### src/rtl/div.sv
// Multi-cycle radix-2 restoring divider for DIV/DIVU.
// Handshake: the requester raises start_i and holds it until it has consumed
// ready_o; one quotient bit is produced per clock from latched operands, and
// result_o/ready_o stay valid in END until start_i falls. annul_i aborts an
// operation in progress (ON or BYZERO) and is ignored elsewhere.
module div #(
    parameter int DATA_W = 32
) (
    input  logic                  clk,
    input  logic                  rst,
    input  logic                  signed_div_i,
    input  logic [DATA_W-1:0]     opdata1_i,
    input  logic [DATA_W-1:0]     opdata2_i,
    input  logic                  start_i,
    input  logic                  annul_i,
    output logic [2*DATA_W-1:0]   result_o,
    output logic                  ready_o
);

    localparam int CNT_W = $clog2(DATA_W + 1);
    localparam logic [CNT_W-1:0] CNT_LAST = CNT_W'(DATA_W);

    typedef enum logic [1:0] {
        FREE   = 2'd0,
        BYZERO = 2'd1,
        ON     = 2'd2,
        END    = 2'd3
    } state_t;

    state_t              state_q, state_d;
    logic [CNT_W-1:0]    cnt_q, cnt_d;
    // Partial remainder lives in the upper half, shifted-in quotient bits in the lower.
    logic [2*DATA_W:0]   dividend_q, dividend_d;
    logic [DATA_W-1:0]   divisor_q, divisor_d;
    logic                sign1_q, sign1_d;
    logic                sign2_q, sign2_d;
    logic                signed_q, signed_d;
    logic [2*DATA_W-1:0] result_d;
    logic                ready_d;

    logic [DATA_W-1:0]   abs1, abs2;
    logic [DATA_W:0]     diff;
    logic [DATA_W-1:0]   quo, rem, quo_fix, rem_fix;

    // Operand magnitudes, trial subtraction and final sign correction.
    always_comb begin
        abs1 = (signed_div_i && opdata1_i[DATA_W-1]) ? -opdata1_i : opdata1_i;
        abs2 = (signed_div_i && opdata2_i[DATA_W-1]) ? -opdata2_i : opdata2_i;
        diff = {1'b0, dividend_q[2*DATA_W-1:DATA_W]} - {1'b0, divisor_q};
        quo  = dividend_q[DATA_W-1:0];
        rem  = dividend_q[2*DATA_W:DATA_W+1];
        quo_fix = (signed_q && (sign1_q ^ sign2_q)) ? -quo : quo;
        rem_fix = (signed_q && sign1_q) ? -rem : rem;
    end

    // Next-state and next-output logic of the divider FSM.
    always_comb begin
        state_d    = state_q;
        cnt_d      = cnt_q;
        dividend_d = dividend_q;
        divisor_d  = divisor_q;
        sign1_d    = sign1_q;
        sign2_d    = sign2_q;
        signed_d   = signed_q;
        result_d   = result_o;
        ready_d    = ready_o;
        case (state_q)
            FREE: begin
                result_d = '0;
                ready_d  = 1'b0;
                if (start_i && !annul_i) begin
                    if (opdata2_i == '0) begin
                        state_d = BYZERO;
                    end else begin
                        state_d    = ON;
                        cnt_d      = '0;
                        divisor_d  = abs2;
                        dividend_d = {{DATA_W{1'b0}}, abs1, 1'b0};
                        sign1_d    = opdata1_i[DATA_W-1];
                        sign2_d    = opdata2_i[DATA_W-1];
                        signed_d   = signed_div_i;
                    end
                end
            end
            BYZERO: begin
                if (annul_i) begin
                    state_d  = FREE;
                    cnt_d    = '0;
                    result_d = '0;
                    ready_d  = 1'b0;
                end else begin
                    state_d  = END;
                    result_d = '0;
                    ready_d  = 1'b1;
                end
            end
            ON: begin
                if (annul_i) begin
                    state_d  = FREE;
                    cnt_d    = '0;
                    result_d = '0;
                    ready_d  = 1'b0;
                end else if (cnt_q != CNT_LAST) begin
                    if (diff[DATA_W]) begin
                        dividend_d = dividend_q << 1;
                    end else begin
                        dividend_d = {diff[DATA_W-1:0], dividend_q[DATA_W-1:0], 1'b1};
                    end
                    cnt_d = cnt_q + 1'b1;
                end else begin
                    state_d  = END;
                    ready_d  = 1'b1;
                    result_d = {rem_fix, quo_fix};
                end
            end
            END: begin
                if (!start_i) begin
                    state_d  = FREE;
                    result_d = '0;
                    ready_d  = 1'b0;
                end
            end
            default: begin
                state_d = FREE;
            end
        endcase
    end

    // State, datapath and registered outputs.
    always_ff @(posedge clk or negedge rst) begin
        if (!rst) begin
            state_q    <= FREE;
            cnt_q      <= '0;
            dividend_q <= '0;
            divisor_q  <= '0;
            sign1_q    <= 1'b0;
            sign2_q    <= 1'b0;
            signed_q   <= 1'b0;
            result_o   <= '0;
            ready_o    <= 1'b0;
        end else begin
            state_q    <= state_d;
            cnt_q      <= cnt_d;
            dividend_q <= dividend_d;
            divisor_q  <= divisor_d;
            sign1_q    <= sign1_d;
            sign2_q    <= sign2_d;
            signed_q   <= signed_d;
            result_o   <= result_d;
            ready_o    <= ready_d;
        end
    end

endmodule

### config.mk
export PLATFORM = sky130hd
export DESIGN_NAME = div
export DESIGN_NICKNAME = d
export VERILOG_FILES = /design/src/rtl/div.sv
export SDC_FILE = /design/constraint.sdc
export NUM_CORES = 1
export LEC_CHECK = 0
export ABC_AREA = 1
export CORE_UTILIZATION = 60
export CTS_BUF_LIST = sky130_fd_sc_hd__clkbuf_8
export DETAILED_ROUTE_END_ITERATION = 7
export DONT_BUFFER_PORTS = 1
export PLACE_DENSITY = 0.85
export SYNTH_ARGS = -nofsm -noshare
export SYNTH_HDL_FRONTEND = slang
export SYNTH_SLANG_ARGS = --single-unit
export TNS_END_PERCENT = 1
### constraint.sdc
create_clock -name clk -period 3.15 [get_ports clk]
set_clock_uncertainty 0.2 [all_clocks]
set_input_delay 0.1575 -clock clk [delete_from_list [all_inputs] [get_ports clk]]
set_output_delay 0.1575 -clock clk [all_outputs]
set_load 0.02 [all_outputs]
==> results.md <==
- Final global-route overflow total: 0
- Global-route wire length before repair: 62,510 µm
- Number of buffer and inverter instances along the worst setup path: 4
- Status: finished, violations left
- Cell with the most instances after synthesis: nand2_1
- Via density per instance: 5.652
- PnR worst setup slack: -0.05606 ns
- CTS clock-pin slew for the worst setup and hold paths: 0.12 ns
- Number of placed instances, taps included: 2,383
- Violations in the final reports: hold timing, setup timing
- Row cnt: 54
- Leading area contributor after synthesis: dfrtp_1
- Largest stage delay on the critical path: 0.61 ns
- Final routed wire length divided by cell count: 15.91 µm
- Highest clock rate: 0.3119 GHz
- Chip Height: 151.8 µm
- Ys Warns: 0
- Register bit count reported by yosys: 173
- Period Utilization, post-route: 101.8%
- Clock latency reported for the late side of the worst-skew pair: 0.49 ns
- Worst EP required: 3.33 ns
- Highest fanout seen on the critical path: 17
- Drt total wl: 40,260 µm
- Number of buffers created by CTS: 17
- Number of pins exceeding their max-slew limit in the final report: 0
- Cts-stage hold buffer count: 107
- Vias after detailed routing: 14.30k
- Most instantiated cells after synthesis: nand2_1, inv_1, nand3_1
- Fill count: 1,816
- Synthesized cell area: 13,460 µm²
- RSZ-0062 raised after global routing: true
- CP delay by family, top: buffers and inverters
- Sequential-to-total area share from yosys stat: 32.17%
- Antenna violations before repair: 0
- Critical Path Slowest Stage Cell: dlygate4sd3_1
- Vias in the first global route: 12.72k
- Synthesized net count: 2,261
- Cell Area, Placed: 13,560 µm²
- Class of the tightest hold or removal check: in -> async
- Worst Path Arrival: 3.39 ns
- Sink count of the clock tree: 173
- Kind of critical path: in -> reg
- Starting Density: 61.47%
- First DRT Iteration DRCs: 1,574
- Total power of the final layout: 10.84 mW
- Number of iterations in the first detailed-routing pass: 8
- Layout Area Growth over Synthesis: 12.72%
- Final setup viols: 2
- Cell type with the highest occurrence count on the critical path: dlygate4sd3_1
- Post-Synthesis Cells: 2,147
- Overall Global Routing Usage: 34.76%
- Area contributors post-synth: dfrtp_1, nand2_1, inv_1
- Placer's final routability congestion estimate: 1.013
- Root Driver: clkbuf_8
- Die span in x: 151.8 µm
- Largest buffer count on any clock path: 2
- Final Non-Filler Cells: 2,530
- Final routed DRC violation total: 0
- Total leakage power: 8.141 nW
- Count of H-tree levels built during CTS: 4
- Area share of the largest cell type after synthesis: 32.17%
- Slew @ Worst Pin: 0.6857 ns
- Max-cap violation count: 0
- Max IR drop VDD: 0.7298 mV
- Hold Fails Final Rpt: 173
- Pin count of the biggest net entering global routing: 174
- Placeable Area: 21,890 µm²
- Category of the worst setup path capture point: register
- Count of antenna-violating nets left after detailed routing: 0
- Number of synthesized flops with an enable pin: 0
- Number of nets in the layout: 2,351
- Worst setup slack before clock tree synthesis: 0.4271 ns
- Share of cells above drive strength 1: 4.933%
- Crit path launch type: input pin
- Shortest clock period the worst path allows after layout: 3.206 ns
- CTS tree: done
- Max-slew headroom at the worst pin: 54.28%
- Overall die area: 23,030 µm²
- Io pins: 134
- Non-Filler Cell Area, Final: 15,170 µm²
- Cells along the critical path: dlygate4sd3_1, nor2_1, nand3_1, nor2_2, nand2_1, o21ai_2, nor2_4, buf_12, nand3_1, dlygate4sd3_1, o21ai_0, dlygate4sd3_1
- Average cell area after synthesis: 6.268 µm²
- Hold WS: -0.8549 ns
- Placed wire-length estimate: 27,640 µm
- Fraction of registers with async set or reset after synthesis: 100.0%
- Number of library cell types mapped by synthesis: 44
- Antenna diode count: 0
- Number of input and output port buffers inserted: 0
- PwrDens: 714.7 nW/µm²
- Main flop type after synthesis: dfrtp_1
[flip-flops by register name, indices dropped and copies added, names as in the netlist]
signal	count
cnt_q	6
dividend_q	65
divisor_q	32
ready_o	1
result_o	64
sign1_q	1
sign2_q	1
signed_q	1
state_q	2
[path summary, 6_finish.rpt]
path	startpoint	endpoint	slack [ns]	cells after the start
max reg2reg	state_q[0]	divisor_q[22]	0.18	9
min in group clk	opdata1_i[10]	dividend_q[12]	0.03	7
max	opdata2_i[24]	divisor_q[22]	-0.06	12
min reg2reg	divisor_q[23]	divisor_q[23]	0.29	2
min	rst	divisor_q[27]	-0.85	0
max in group asynchronous	rst	dividend_q[36]	3.39	0
[repair_timing]
item / CTS / global route
endpoints found under the setup margin: 0 / 32
gates resized for setup: 0 / 11
setup buffers: 0 / 7
hold endpoints to repair: 253 / 173
[placed cells by master, fill, tap and decap left out, types with 6 or more instances in the layout]
master         synthesis  layout
nand2_1              799     798
nand4_1               35      35
inv_2                 11      10
dfrtp_1              173     173
a31oi_1                7       7
nor2_4                 5       7
o21ai_0              146     146
nor2_2                11      11
nor2_1               177     175
nor3_1                17      16
xnor2_1               18      18
buf_4                  6      17
ha_1                  44      44
dlygate4sd3_1          0     106
nand3_1              199     199
clkbuf_8               0      17
xor2_1                38      38
or2_2                  8       8
nand2_2                6       7
inv_1                294     292
o21ai_1               23      22
a21oi_1               46      46
o22ai_1                6       6
[layout make-up]
cell class	count	area [µm²]	share of cell area, %
Inverter	307	1162	7.663
Clock inverter	15	195.2	1.287
Tap cell	280	350.3	2.310
Clock buffer	17	234.0	1.543
Sequential cell	173	4329	28.54
Multi-Input combinational cell	1611	7666	50.54
Timing Repair Buffer	125	1221	8.051
Timing Repair inverter	2	10.01	0.06599
[layer usage]
| layer | up-vias | track usage, % | part of all wire [%] |
|---|---|---|---|
| met3 | 165 | 7.006 | 11 |
| met1 | 6330 | 50.40 | 44 |
| met4 | 0 | 12.87 | 3.7 |
| met2 | 861 | 50.75 | 41 |
| li1 | 6943 | - | - |
| met5 | - | 0 | 0 |
[metrics by stage]
step	util [%]	hold slack, ns	TNS [ns]
floorplan	-	-0.3381	0
detailed placement	61.96	-0.3324	0
CTS	68.81	-0.8667	0
global route	69.29	-0.8808	-1.025
finish	69.29	-0.8549	-0.1033
global placement	61.96	-0.3316	0
[cell families after synthesis]
kind of cell    after synthesis  synth area share, %
compound gates              241                9.400
xor+xnor                     56                3.645
fa+ha+maj                    45                4.240
buf+inv                     363                11.10
flops                       173                32.17
simple gates               1269                39.44
[report_power, final]
part	switching [mW]	leakage [nW]	internal, mW
logic	3.80	5.63	1.76
clock network	1.01	0.212	0.682
registers	0.752	2.30	2.84
total	5.56	8.14	5.28
(Power assumes the default switching activity.)
